### src/rtl/memory_arbiter.sv
// memory_arbiter: shares one single-ported RAM between the instruction
// fetch port and the data port, granting one access at a time.
//
// Ports:
//   CLK, nRST            clock (rising edge), synchronous active-low reset
//   iREN/iaddr           instruction read request, held until iwait=0
//   iload/iwait          instruction data / active-low completion
//   dREN/dWEN            data read / write request, held until dwait=0
//   daddr/dstore         data address / write data
//   dload/dwait          data read data / active-low completion
//   ramREN/ramWEN        RAM read / write enable
//   ramaddr/ramstore     RAM address / write data
//   ramload/ram_ready    RAM read data / access completes this cycle
//   igrant_cnt           completed instruction accesses (perf build)
//   dgrant_cnt           completed data accesses (perf build)
//
// Optional feature macro: MEMORY_ARBITER_PERF_EN adds the two
// 32-bit completion counters.
module memory_arbiter #(
  parameter int unsigned ADDR_W       = 32,
  parameter int unsigned DATA_W       = 32,
  parameter int unsigned STARVE_LIMIT = 4
) (
  input  logic              CLK,
  input  logic              nRST,
  input  logic              iREN,
  input  logic [ADDR_W-1:0] iaddr,
  output logic [DATA_W-1:0] iload,
  output logic              iwait,
  input  logic              dREN,
  input  logic              dWEN,
  input  logic [ADDR_W-1:0] daddr,
  input  logic [DATA_W-1:0] dstore,
  output logic [DATA_W-1:0] dload,
  output logic              dwait,
  output logic              ramREN,
  output logic              ramWEN,
  output logic [ADDR_W-1:0] ramaddr,
  output logic [DATA_W-1:0] ramstore,
  input  logic [DATA_W-1:0] ramload,
  input  logic              ram_ready
`ifdef MEMORY_ARBITER_PERF_EN
  ,
  output logic [31:0]       igrant_cnt,
  output logic [31:0]       dgrant_cnt
`endif
);

  typedef enum logic [1:0] {
    IDLE,
    IACC,
    DACC
  } state_t;

  localparam int CW =
    (STARVE_LIMIT < 1) ? 1 : $clog2(STARVE_LIMIT + 1);
  localparam logic [CW-1:0] LIM = CW'(STARVE_LIMIT);

  state_t        state;
  state_t        next_state;
  logic [CW-1:0] starve_cnt;
  logic          dreq;
  logic          starved;
  logic          idone;
  logic          ddone;

  assign dreq    = dREN | dWEN;
  assign starved = iREN && (STARVE_LIMIT != 0)
                   && (starve_cnt == LIM);

  assign iload = ramload;
  assign dload = ramload;

  always_ff @(posedge CLK) begin
    if (!nRST) begin
      state      <= IDLE;
      starve_cnt <= '0;
    end else begin
      state <= next_state;
      if (!iREN || idone)
        starve_cnt <= '0;
      else if (ddone && starve_cnt != LIM)
        starve_cnt <= starve_cnt + 1'b1;
    end
  end

  // Outputs are held idle while nRST is low so an abandoned access
  // never shows an enable or a wait pulse during reset.
  always_comb begin
    next_state = state;
    iwait      = 1'b1;
    dwait      = 1'b1;
    ramREN     = 1'b0;
    ramWEN     = 1'b0;
    ramaddr    = '0;
    ramstore   = '0;
    idone      = 1'b0;
    ddone      = 1'b0;
    if (nRST) begin
      unique case (state)
        IDLE: begin
          if (dreq && !starved)
            next_state = DACC;
          else if (iREN)
            next_state = IACC;
        end
        IACC: begin
          if (!iREN) begin
            next_state = IDLE;
          end else begin
            ramREN  = 1'b1;
            ramaddr = iaddr;
            if (ram_ready) begin
              iwait      = 1'b0;
              idone      = 1'b1;
              next_state = IDLE;
            end
          end
        end
        DACC: begin
          if (!dreq) begin
            next_state = IDLE;
          end else begin
            // read+write together is serviced as a write
            ramWEN   = dWEN;
            ramREN   = ~dWEN;
            ramaddr  = daddr;
            ramstore = dstore;
            if (ram_ready) begin
              dwait      = 1'b0;
              ddone      = 1'b1;
              next_state = IDLE;
            end
          end
        end
        default: next_state = IDLE;
      endcase
    end
  end

`ifdef MEMORY_ARBITER_PERF_EN
  always_ff @(posedge CLK) begin
    if (!nRST) begin
      igrant_cnt <= '0;
      dgrant_cnt <= '0;
    end else begin
      if (idone)
        igrant_cnt <= igrant_cnt + 32'd1;
      if (ddone)
        dgrant_cnt <= dgrant_cnt + 32'd1;
    end
  end
`endif

endmodule

### config.mk
export PLATFORM = sky130hd
export DESIGN_NAME = memory_arbiter
export DESIGN_NICKNAME = d
export VERILOG_FILES = /design/src/rtl/memory_arbiter.sv
export SDC_FILE = /design/constraint.sdc
export NUM_CORES = 1
export LEC_CHECK = 0
export BUFFER_PORTS_ARGS = -buffer_cell sky130_fd_sc_hd__buf_2
export CAP_MARGIN = 25
export CORE_AREA = 2 2 103 105
export DETAILED_ROUTE_END_ITERATION = 7
export DIE_AREA = 0 0 105 107
export PLACE_DENSITY = 0.6
export SLEW_MARGIN = 20
export SYNTH_ARGS = -nofsm -noshare
export SYNTH_HDL_FRONTEND = slang
export SYNTH_SLANG_ARGS = --single-unit
### constraint.sdc
create_clock -name CLK -period 2.6 [get_ports CLK]
set_input_delay 0.26 -clock CLK [delete_from_list [all_inputs] [get_ports CLK]]
set_output_delay 0.26 -clock CLK [all_outputs]
set_load 0.1 [all_outputs]
==> out/results.tsv <==
stage	metric	value	unit
outcome	status	completed	
power	Logic pwr share	68.3	%
floorplanning	cell row count	37	
synth	Commonest cells post-synth	buf_4, nor2_1, a22oi_1, and2_1	
cts	# Post-CTS Setup Buffers	0	
critical_path	Critical Setup Path Class	flop to primary output	
floorplanning	Die Y	107	um
sta	# setup viols final	0	
cts	CTS Root Cell	clkbuf_8	
synth	flops & latches, synth	5	
critical_path	worst-path fanout max	33	
critical_path	startpoint types	flop	
power	clock share of power	20.2	%
sta	Hold Slack	0.3837	ns
grt	largest net degree at the start of global routing	35	
power	pwr dens	276.4	nW/um^2
sta	Setup Skew	0.002734	ns
layout	post-route insts no fill	455	
power	LEAKAGE	1.197	nW
layout	diode count	0	
floorplanning	Starting Density	15.97	%
synth	mux cell area share after synthesis	1.242	%
power	Psw	0.3767	mW
synth	ys async rst share	0	%
min_path	Hold/Removal Path Class	input pin to flop	
synth	Simple-Gate Fraction of Synth Area	27.56	%
layout	fin nets	460	
sta	shortest period the worst path allows	2.323	ns
critical_path	RR Startpoint	state[0]$_SDFFE_PN0P_	
critical_path	CP Data Required Time	2.34	ns
sta	crit share post-route	89.34	%
synth	Synth area leaders	buf_4, a22oi_1, and2_1	
synth	Yosys cell types	32	
synth	Yosys Warn Count	0	
floorplanning	Die Span X	105	um
layout	ratio of cells with drive above 1 in the final layout	57.05	%
cts	CTS resizes	0	
power	Sw Share	52.73	%
synth	Synth Area in XOR/XNOR	0	%
routing	DR pass1 iterations	4	
cts	maximum root-to-sink buffer count	2	
sta	setup TNS	0	ns
grt	grt met1 use	9.891	%
sta	Final Hold Viols	0	
layout	FILL cells	1143	
routing	DR DRC count	0	
cts	clk sink count	5	
sta	Max Slew Vio Count	0	
critical_path	capturing point of the worst reg2reg path	state[0]$_SDFFE_PN0P_	
routing	DRT iter0 DRCs	83	
critical_path	crit path launch	state[0]$_SDFFE_PN0P_	
layout	Layout area overhead	60.40	%
synth	register area share after synthesis	6.211	%
synth	most instantiated library cell after synthesis	buf_4	
routing	per-cell routed wire length	15.12	um
synth	syn avg cell area	7.194	um^2
grt	grt ovf	0	
run	Max-Cap Viols	0	
synth	Synthesized Nets	364	
critical_path	number of cells on the worst reg-to-reg path	5	
power	Internal	0.3377	mW
cts	hold buffers post-CTS	0	
grt	initial antenna violation count	1	
sta	relative slew slack	65.00	%
cts	CTS buffer count	3	
cts	CTS H-tree depth	1	
floorplanning	Ports	266	
cts	TritonCTS clock tree	done	
critical_path	worst-path cell chain	inv_1, ha_1, o21a_4, a22oi_1, nor2_1, buf_12	
grt	met2 Use GR	24.68	%
sta	RSZ-0062 raised after global routing	false	
critical_path	r2r setup slk	1.03	ns
cts	Skew-Pair Late Insertion Delay	0.22	ns
cts	clk slew on worst S/H paths	0.04	ns
power	Peak VDD IR	0.0002510	V
synth	area leader, netlist	buf_4	
placed_design	IO buf count	169	
grt	vias in the first global route	1917	
critical_path	CP max-delay cell	o21a_4	
synth	EDFF count, synth	0	
sta	Least-Margin Pin Slew	0.5286	ns
synth	Syn Inst Count	224	
synth	dominant synthesized flop cell	dfxtp_1	
critical_path	crit-path max cell delay	0.43	ns
floorplanning	DIE AREA	11240	um^2
grt	gr busiest metal	met2	
grt	first-pass GRT wire length	10020	um
synth	synthesized area	1612	um^2
grt	total track usage	11.34	%
synth	Synth Area in Compound Gates	21.74	%
floorplanning	Core Area	10090	um^2
grt	GR met3 Demand/Resource	2.371	%
synth	Post-Synth Adder-Cell Area	4.658	%
critical_path	CP arrival	2.06	ns
routing	ANT nets after route	0	
critical_path	critical path endpoint	ramaddr[26]	
critical_path	critical path endpoint category	primary output	
routing	DR vias	1882	
routing	DR vias/cell	4.136	
routing	total length of routed wires	6880	um
sta	fmax	430.5	MHz
placed_design	DP Wirelength	5994	um
synth	Synth top area share	30.75	%
power	Flop pwr share	11.5	%
placed_design	gpl congestion	0.7815	
synth	largest family of logic cells by synthesized area	buffers and inverters	
placed_design	Placed Instances	451	
sequential cells by signal, summed over array words and instances (netlist names):
signal and cells:
starve_cnt 3, state 2
critical path, delay by kind of cell (launching register included):
family	cells	cell delay (ns)
simple gates	1	0.27
compound gates	2	0.63
fa+ha+maj	1	0.29
flops	1	0.33
buf+inv	2	0.31
how the worst min path moves through the flow:
stage                                       endpoint  depth (start not counted)                  startpoint  slack (ns)
after floorplan           starve_cnt[1]$_SDFFE_PP0P_                          2  starve_cnt[1]$_SDFFE_PP0P_        0.47
after global placement    starve_cnt[1]$_SDFFE_PP0P_                          2  starve_cnt[1]$_SDFFE_PP0P_        0.48
after detailed placement  starve_cnt[0]$_SDFFE_PP0P_                          2  starve_cnt[0]$_SDFFE_PP0P_        0.50
after CTS                 starve_cnt[2]$_SDFFE_PP0P_                          3                        iREN        0.37
after global routing      starve_cnt[2]$_SDFFE_PP0P_                          3                        iREN        0.38
final                     starve_cnt[2]$_SDFFE_PP0P_                          3                        iREN        0.38
per-layer routing:
metal,vias to the layer above,wire length [um]
met2,121,3890
li1,890,-
met4,2,221
met3,31,642
met5,-,11
met1,838,2114
power by group through the flow:
stage                     clock network [mW]  logic (mW)  registers, mW
after floorplan                            0       0.795         0.0829
after global placement                     0       0.490         0.0831
after detailed placement                   0       0.494         0.0834
after CTS                              0.146       0.496         0.0823
after global routing                   0.150       0.517         0.0827
final                                  0.144       0.488         0.0823
layout make-up:
cell class                      instances  area [um^2]  area share [%]
Timing Repair Buffer                  170         1361           52.66
Inverter                                5        18.77          0.7260
Clock buffer                            4        45.04           1.742
Multi-Input combinational cell        135        889.6           34.41
Tap cell                              136        170.2           6.583
Sequential cell                         5        100.1           3.872
metrics by stage:
stage / setup slack, ns / power, mW / cell area [um^2] / util, %
2_1_floorplan: 0.04647 / 0.8782 / 1612 / -
3_3_place_gp: 0.5199 / 0.5730 / 2540 / 25.17
3_5_place_dp: 0.4581 / 0.5779 / 2540 / 25.17
4_1_cts: 0.2193 / 0.7242 / 2585 / 25.61
5_1_grt: 0.1508 / 0.7497 / 2585 / 25.61
6_report: 0.2773 / 0.7144 / 2585 / 25.61
logic make-up (layout without fill, tap and decap cells):
| kind of cell | count (synthesis) | count (layout) |
|---|---|---|
| AND/OR/NAND/NOR | 84 | 84 |
| flip-flops | 5 | 5 |
| adder cells (fa/ha/maj) | 6 | 6 |
| AO/OA/AOI/OAI | 43 | 43 |
| buffers and inverters | 84 | 179 |
| multiplexers | 2 | 2 |
cells in the final DEF (no fill, tap or decap), drive strengths merged:
cell type / count
a211oi: 2
o2bb2ai: 1
a31oi: 3
dfxtp: 5
o22ai: 1
nand4: 4
o21a: 1
ha: 6
o2111ai: 1
mux2i: 2
nand2: 4
clkbuf: 4
nor2: 35
a22oi: 32
o211a: 1
nor3b: 1
nand4b: 1
inv: 5
nor4bb: 1
nor4b: 1
and3b: 1
and3: 1
buf: 170
and2: 33
a21oi: 1
nand3: 2
(Power assumes the default switching activity.)
